$ cat config.mk
export PLATFORM = sky130hd
export DESIGN_NAME = core_wb_s
export DESIGN_NICKNAME = d
export VERILOG_FILES = /design/src/rtl/core_pkg.sv /design/src/rtl/core_ld_ext.sv /design/src/rtl/core_wb_s.sv
export SDC_FILE = /design/constraint.sdc
export NUM_CORES = 1
export LEC_CHECK = 0
export BUFFER_PORTS_ARGS = -buffer_cell sky130_fd_sc_hd__buf_2
export CORE_MARGIN = 5
export CORE_UTILIZATION = 51
export DETAILED_ROUTE_END_ITERATION = 8
export GPL_ROUTABILITY_DRIVEN = 0
export PLACE_DENSITY = 0.85
export SYNTH_ARGS = -nofsm -noshare
export SYNTH_HDL_FRONTEND = slang
export SYNTH_SLANG_ARGS = --single-unit
$ cat constraint.sdc
create_clock -name clk -period 4.55 [get_ports clk]
set_clock_uncertainty 0.05 [all_clocks]
set_input_delay 1.365 -clock clk [delete_from_list [all_inputs] [get_ports clk]]
set_output_delay 1.365 -clock clk [all_outputs]
set_load 0.01 [all_outputs]
$ cat src/rtl/core_pkg.sv
// Shared types for the Selen core write-back stage: value select, load types, FSM states.
package core_pkg;

  typedef enum logic [1:0] {
    SRC_ALU  = 2'b00,
    SRC_LOAD = 2'b01,
    SRC_PC4  = 2'b10,
    SRC_IMM  = 2'b11
  } wb_src_t;

  // Load funct3 encodings; anything else is treated as a full word.
  localparam logic [2:0] LD_LB  = 3'b000;
  localparam logic [2:0] LD_LH  = 3'b001;
  localparam logic [2:0] LD_LW  = 3'b010;
  localparam logic [2:0] LD_LBU = 3'b100;
  localparam logic [2:0] LD_LHU = 3'b101;

  typedef enum logic {
    ST_IDLE = 1'b0,
    ST_WAIT = 1'b1
  } wb_state_t;

endpackage

$ cat src/rtl/core_ld_ext.sv
// Load data extraction: picks byte/half/word out of the aligned L1D word and extends it.
module core_ld_ext
  import core_pkg::*;
#(
  parameter int XLEN = 32
) (
  input  logic [XLEN-1:0] rdata,
  input  logic [2:0]      sx_type,
  input  logic [1:0]      addr,
  output logic [XLEN-1:0] data,
  output logic            misalign
);

  logic [XLEN-1:0] byte_sh;
  logic [XLEN-1:0] half_sh;
  logic [7:0]      byte_v;
  logic [15:0]     half_v;

  assign byte_sh = rdata >> {addr, 3'b000};
  assign half_sh = rdata >> {addr[1], 4'b0000};
  assign byte_v  = byte_sh[7:0];
  assign half_v  = half_sh[15:0];

  always_comb begin
    data     = rdata;
    misalign = (addr != 2'b00);
    case (sx_type)
      LD_LB: begin
        data     = {{(XLEN-8){byte_v[7]}}, byte_v};
        misalign = 1'b0;
      end
      LD_LBU: begin
        data     = {{(XLEN-8){1'b0}}, byte_v};
        misalign = 1'b0;
      end
      LD_LH: begin
        data     = {{(XLEN-16){half_v[15]}}, half_v};
        misalign = addr[0];
      end
      LD_LHU: begin
        data     = {{(XLEN-16){1'b0}}, half_v};
        misalign = addr[0];
      end
      default: begin
        data     = rdata;
        misalign = (addr != 2'b00);
      end
    endcase
  end

endmodule

$ cat src/rtl/core_wb_s.sv
// Write-back stage: retires ALU/PC+4/IMM ops in one cycle, holds loads until L1D ack,
// drives the registered register-file write port and the EXE bypass.
module core_wb_s
  import core_pkg::*;
#(
  parameter int XLEN        = 32,
  parameter int ACK_TIMEOUT = 255
) (
  input  logic            clk,
  input  logic            rst,
  input  logic            wb_enb,
  input  logic            wb_kill,
  input  logic            wb_val_in,
  input  logic [1:0]      wb_src_in,
  input  logic            wb_we_reg_file_in,
  input  logic [4:0]      wb_rd_in,
  input  logic [2:0]      wb_sx_type_in,
  input  logic [XLEN-1:0] wb_alu_result_in,
  input  logic [XLEN-1:0] wb_sx_imm_in,
  input  logic [XLEN-1:0] wb_pc_4_in,
  input  logic            l1d2wb_ack_in,
  input  logic [XLEN-1:0] l1d2wb_rdata_in,
  output logic            wb_stall_out,
  output logic            wb_rf_we_out_reg,
  output logic [4:0]      wb_rf_waddr_out_reg,
  output logic [XLEN-1:0] wb_rf_wdata_out_reg,
  output logic [XLEN-1:0] wb2exe_bp_data_out,
  output logic [4:0]      wb2exe_bp_rd_out,
  output logic            wb_err_out_reg
);

  localparam int CW = (ACK_TIMEOUT > 1) ? $clog2(ACK_TIMEOUT) : 1;
  localparam logic [CW-1:0] TO_LAST = CW'((ACK_TIMEOUT == 0) ? 0 : ACK_TIMEOUT - 1);

  wb_state_t       state;
  logic [CW-1:0]   cnt;
  logic [4:0]      cap_rd;
  logic [2:0]      cap_sx;
  logic [1:0]      cap_addr;
  logic            cap_we;

  logic            accept;
  logic [XLEN-1:0] sel_val;
  logic [2:0]      ext_sx;
  logic [1:0]      ext_addr;
  logic [XLEN-1:0] ext_data;
  logic            ext_misalign;

  assign wb_stall_out = (state == ST_WAIT) && !l1d2wb_ack_in;
  assign accept       = wb_enb && !wb_stall_out && wb_val_in && !wb_kill;

  // One extractor serves both phases: misalign check on the incoming op in IDLE,
  // data extraction on the captured op in WAIT.
  assign ext_sx   = (state == ST_WAIT) ? cap_sx   : wb_sx_type_in;
  assign ext_addr = (state == ST_WAIT) ? cap_addr : wb_alu_result_in[1:0];

  core_ld_ext #(.XLEN(XLEN)) u_ld_ext (
    .rdata    (l1d2wb_rdata_in),
    .sx_type  (ext_sx),
    .addr     (ext_addr),
    .data     (ext_data),
    .misalign (ext_misalign)
  );

  always_comb begin
    sel_val = wb_alu_result_in;
    case (wb_src_t'(wb_src_in))
      SRC_PC4: sel_val = wb_pc_4_in;
      SRC_IMM: sel_val = wb_sx_imm_in;
      default: sel_val = wb_alu_result_in;
    endcase
  end

  always_ff @(posedge clk or posedge rst) begin
    if (rst) begin
      state               <= ST_IDLE;
      cnt                 <= '0;
      cap_rd              <= '0;
      cap_sx              <= '0;
      cap_addr            <= '0;
      cap_we              <= 1'b0;
      wb_rf_we_out_reg    <= 1'b0;
      wb_rf_waddr_out_reg <= '0;
      wb_rf_wdata_out_reg <= '0;
      wb_err_out_reg      <= 1'b0;
    end else begin
      wb_rf_we_out_reg <= 1'b0;
      wb_err_out_reg   <= 1'b0;
      if (wb_kill) begin
        state <= ST_IDLE;
        cnt   <= '0;
      end else begin
        case (state)
          ST_IDLE: begin
            if (accept) begin
              if (wb_src_t'(wb_src_in) == SRC_LOAD) begin
                if (ext_misalign) begin
                  wb_err_out_reg <= 1'b1;
                end else begin
                  state    <= ST_WAIT;
                  cnt      <= '0;
                  cap_rd   <= wb_rd_in;
                  cap_sx   <= wb_sx_type_in;
                  cap_addr <= wb_alu_result_in[1:0];
                  cap_we   <= wb_we_reg_file_in;
                end
              end else if (wb_we_reg_file_in && wb_rd_in != 5'd0) begin
                wb_rf_we_out_reg    <= 1'b1;
                wb_rf_waddr_out_reg <= wb_rd_in;
                wb_rf_wdata_out_reg <= sel_val;
              end
            end
          end
          ST_WAIT: begin
            if (l1d2wb_ack_in) begin
              state <= ST_IDLE;
              if (cap_we && cap_rd != 5'd0) begin
                wb_rf_we_out_reg    <= 1'b1;
                wb_rf_waddr_out_reg <= cap_rd;
                wb_rf_wdata_out_reg <= ext_data;
              end
            end else if (ACK_TIMEOUT != 0 && cnt == TO_LAST) begin
              state          <= ST_IDLE;
              cnt            <= '0;
              wb_err_out_reg <= 1'b1;
            end else if (ACK_TIMEOUT != 0) begin
              cnt <= cnt + 1'b1;
            end
          end
          default: state <= ST_IDLE;
        endcase
      end
    end
  end

  assign wb2exe_bp_data_out = wb_rf_wdata_out_reg;
  assign wb2exe_bp_rd_out   = wb_rf_we_out_reg ? wb_rf_waddr_out_reg : 5'd0;

endmodule

## Word-level counts from Yosys, hierarchy flattened

Cells that the tools add are included.

- Register bits after elaboration: 59
- Bits in latches: 0
- RAM bits: 0
- Memory bits (read-only): 0
- Bits of input ports: 145
- Output and inout port bits: 77
- Word-level logic and storage cells: 96
- Memories: 0

- $add $sub $neg: 1
- $mul: 0
- Divide/modulo/power cells: 0
- $lt $le $gt $ge: 0
- Equal/unequal tests: 16
- Shift-type cells: 2
- Multiplexer cells: 46
- Bitwise logic cells: 3
- Reduce and logical (&&, ||, !) cells: 18

Operators with widths:

| operator | count |
|---|---|
| $mux 32 | 5 |
| $pmux 32 s2 | 2 |
| $pmux 32 s4 | 1 |
| $mux 8 | 6 |
| $shr 32x5->16 | 1 |
| $shr 32x5->8 | 1 |
| $mux 5 | 6 |
| $mux 1 | 18 |
| $pmux 8 s2 | 1 |
| $ne 3x3->1 const B | 4 |
| $pmux 5 s2 | 1 |
| $reduce_bool 5->1 | 2 |
| $add 8x1->8 const B | 1 |
| $eq 8x8->1 const B | 1 |
| $ne 2x2->1 const B | 4 |
| $pmux 1 s2 | 4 |
| $eq 3x3->1 const B | 2 |
| $logic_and 1x1->1 | 6 |
| $reduce_and 6->1 | 1 |
| $reduce_and 5->1 | 1 |
| $eq 2x2->1 const B | 2 |
| $reduce_and 4->1 | 1 |
| $reduce_or 2->1 | 2 |
| $eq 3x1->1 const B | 1 |
| other kinds (8) | 12 |

## Logic depth before layout (Yosys ltp)

- Word-level depth: 9
- Gate-level depth with buffers: 10

## By module

A second synthesis with hierarchy kept.

- Cells, all modules: 525
- Area total of the unflattened synthesis: 4630.7 µm²

Modules (own cells, without submodules):

| module | times used | cells each | area an instance (µm²) | sequential area each (µm²) |
|---|---|---|---|---|
| core_wb_s | 1 | 406 | 3861.2 | 1476.4 |
| core_ld_ext | 1 | 119 | 769.5 | 0.0 |

## Least setup slack after synthesis

OpenSTA, ideal clock, no wires.

- Kind: in2out
- From: in l1d2wb_ack_in
- To: out wb_stall_out
- Arrival time: 1643 ps
- Required time: 3135 ps
- Slack: 1492 ps
- Cell stages on the path: 1
- Buffers on the path: 0
- Cells stage by stage: and2b_1

- Word-level cells in the longest chain between the ends: 2

Ends and longest elaborated chain:

| what | line | RTL |
|---|---|---|
| from (decl) | core_wb_s.sv:21 | `input logic l1d2wb_ack_in,` |
| $logic_not 1->1 | core_wb_s.sv:49 | `assign wb_stall_out = (state == ST_WAIT) && !l1d2wb_ack_in;` |
| $logic_and 1x1->1 | core_wb_s.sv:49 |  |
| to (decl) | core_wb_s.sv:23 | `output logic wb_stall_out,` |

No other way between the ends.

## Worst setup path after layout

- From: in wb_rd_in[1]
- To: reg wb_rf_wdata_out_reg[3] (netlist: wb2exe_bp_data_out[3])

- Word-level cells in the longest chain between the ends: 4

Ends and longest elaborated chain:

| what | line | RTL |
|---|---|---|
| from (decl) | core_wb_s.sv:16 | `input logic [4:0] wb_rd_in,` |
| $reduce_bool 5->1 | core_wb_s.sv:107 | `end else if (wb_we_reg_file_in && wb_rd_in != 5'd0) begin` |
| $logic_and 1x1->1 | core_wb_s.sv:107 |  |
| $ne 2x2->1 (no line) | - |  |
| $reduce_and 6->1 (no line) | - |  |
| to (signal assigned) | core_wb_s.sv:110 | `wb_rf_wdata_out_reg <= sel_val;` |
| to (signal assigned) | core_wb_s.sv:120 | `wb_rf_wdata_out_reg <= ext_data;` |
| to (decl) | core_wb_s.sv:26 | `output logic [XLEN-1:0] wb_rf_wdata_out_reg,` |

No other way between the ends.
A chain may end at the register's enable or synchronous reset.

==> results.json <==
{
  "hold_start": "cnt[6]$_DFFE_PP0P_",
  "synth_fp_nets": 697,
  "layout_commonest_cell": "buf_2",
  "synth_edf_count": 0,
  "worstReg2RegStart": "state$_DFF_PP0_",
  "end_kind": "flip-flop",
  "clockBufferDepth": 2,
  "internal_power_mw": 1.128,
  "syn_area_um2": 4487,
  "hold_viol": 0,
  "cellLeakagePower_nw": 2.718,
  "fin_crit_sh_pct": 73.64,
  "yosysTopAreaCellShare_pct": 32.91,
  "routedWlPerCell_um": 17.89,
  "first_pass_iters": 5,
  "finish.utilization_pct": 64.04,
  "power_frac_comb_pct": 33.4,
  "cts-resized-gates": 0,
  "worst_pin_slew_ns": 0.9182,
  "root_buffer": "clkbuf_8",
  "clkLatencyLatePin_ns": 0.34,
  "cts_buffers": 9,
  "period_minus_slack_ns": 3.350,
  "largest_reg_flops": 32,
  "powerDensity_nw_per_um2": 318.7,
  "wirelength_um": 14940,
  "die_h_um": 103.8,
  "io_pins": 222,
  "synth.largest_area_cell": "dfrtp_1",
  "drive_above_1_share_pct": 37.93,
  "ys_top_cells_by_area": "dfrtp_1 (33%), mux2i_1 (11%), o21ai_0 (8.3%)",
  "netlist_instances": 550,
  "path_class": "primary input to flip-flop",
  "startpoint_type": "primary input",
  "ys_warn_count": 0,
  "crit_fanout": 38,
  "layout-area-overhead-vs-synth_pct": 23.26,
  "worstHoldPathType": "flip-flop to flip-flop",
  "slew_headroom_pct": 38.56,
  "via_count": 4775,
  "hold_buffers": 0,
  "grt_pass1_vias": 4805,
  "ys.flop_type": "dfrtp_1",
  "port_buffers": 221,
  "clk_pin_slew_worst_paths_ns": 0.07,
  "die_w_um": 103.8,
  "drv_slew": 0,
  "antenna_found_initial": 2,
  "first_iter_violations": 370,
  "fp-row-count": 34,
  "power_switching_mw": 0.6342,
  "worstPathArrival_ns": 3.53,
  "min_to": "cnt[6]$_DFFE_PP0P_",
  "htreeDepth": 3,
  "fmax_mhz": 298.5,
  "fin_hold_ws_ns": 0.4409,
  "die-area_um2": 10770,
  "clkSinkCount": 59,
  "min_path_cells": 1,
  "grt_pass1_wl_um": 24140,
  "dpl.hpwl_um": 11900,
  "syn-mean-instance-area_um2": 8.158,
  "grt_max_degree": 57,
  "nets": 867,
  "cts_tree": "built",
  "start_util_pct": 51.96,
  "grt_util_all_layers_pct": 26.93,
  "critPathRequiredTime_ns": 4.73,
  "cts_setup_buffers": 0,
  "setup_viol": 0,
  "core_um2": 8636,
  "tns_ns": 0,
  "synth.distinct_cells": 47,
  "r2r-end": "cnt[2]$_DFFE_PP0P_",
  "drc": 0,
  "synth_seq_area_share_pct": 32.91,
  "seq_power_share_pct": 41.4,
  "rr_worst_depth": 6,
  "status": "finished clean",
  "synth-seq-cells": 59,
  "ff2ff_setup_slack_ns": 1.30,
  "vias_per_cell": 5.719,
  "cap_violations": 0,
  "swShare_pct": 35.99,
  "final_antenna_net_count": 0,
  "final_cell_mix": "buf_2 (221), nand2_1 (83), o21ai_0 (74)",
  "overflow": 0,
  "clkPwrFrac_pct": 25.2,
  "async_reset_ff_share_pct": 100.0,
  "ir_worst_vdd_mv": 0.2244,
  "rsz0062_at_grt": "false"
}
## worst max path at each step
stage,startpoint,to,slack (ns)
after global routing,wb_rd_in[1],wb2exe_bp_data_out[24]$_DFFE_PP0P_,1.0
final,wb_rd_in[1],wb2exe_bp_data_out[3]$_DFFE_PP0P_,1.20
after CTS,wb_rd_in[1],wb2exe_bp_data_out[3]$_DFFE_PP0P_,1.21
after global placement,wb_rd_in[1],wb2exe_bp_data_out[5]$_DFFE_PP0P_,0.93
after detailed placement,wb_rd_in[1],wb2exe_bp_data_out[3]$_DFFE_PP0P_,0.84
after floorplan,l1d2wb_ack_in,wb_stall_out,1.49
## power by group through the flow
| stage | Sequential [mW] | Combinational (mW) | Clock, mW |
|---|---|---|---|
| after floorplan | 0.747 | 0.378 | 0 |
| after global placement | 0.731 | 0.574 | 0 |
| after detailed placement | 0.739 | 0.590 | 0 |
| after CTS | 0.730 | 0.591 | 0.451 |
| after global routing | 0.751 | 0.646 | 0.470 |
| final | 0.730 | 0.588 | 0.445 |
## final cells by class
class / instances / area (um^2)
Clock inverter: 2 / 10.01
Fill cell: 786 / 3105
Timing Repair Buffer: 230 / 1171
Inverter: 6 / 22.52
Clock buffer: 14 / 172.7
Sequential cell: 59 / 1478
Multi-Input combinational cell: 414 / 2536
Antenna cell: 2 / 5.005
Tap cell: 108 / 135.1
## metrics by stage
step | instances | setup slack [ns] | power (mW) | instance area [um^2]
finish | 835 | 1.200 | 1.763 | 5530
global route | 835 | 0.9955 | 1.867 | 5530
CTS | 832 | 1.212 | 1.772 | 5520
detailed placement | 816 | 0.8401 | 1.329 | 5338
global placement | 816 | 0.9326 | 1.305 | 5338
floorplan | 550 | 1.492 | 1.126 | 4487
## logic make-up (layout without fill, tap and decap cells)
kind of cell | Yosys count | after routing | share of synthesized area [%]
flip-flops | 59 | 59 | 32.91
other | 0 | 2 | 0
AO/OA/AOI/OAI | 171 | 171 | 22.70
buffers and inverters | 77 | 252 | 10.57
AND/OR/NAND/NOR | 168 | 168 | 16.26
adder cells (fa/ha/maj) | 2 | 2 | 0.5576
multiplexers | 73 | 73 | 17.01
## cells in the mapped netlist, types with 3 or more instances
cell type	count
nand2_1	83
o21ai_0	74
dfrtp_1	59
a21oi_1	53
mux2i_1	51
nor2_1	48
buf_4	36
mux2_2	20
clkbuf_1	19
buf_2	9
nand3_1	9
o221ai_1	8
o22ai_1	7
a221oi_1	5
and2_1	5
buf_6	5
inv_1	5
o22a_1	5
or4_1	4
nand2b_1	3
nor3_1	3
nor3b_1	3
o31ai_1	3
or2_2	3
## worst max-delay path, stage by stage
cell	delay [ns]
buf_2	0.11
or4_1	0.53
o2111a_1	0.41
o21ai_4	0.19
buf_4	0.30
inv_2	0.30
o22a_1	0.30
## routing by layer
layer	vias up	track usage [%]	routed length, um
met1	2213	31.69	5824
met2	249	46.40	7351
met5	-	0	0
met3	39	7.587	1373
li1	2274	-	-
met4	0	10.18	391
(Power assumes the default switching activity.)
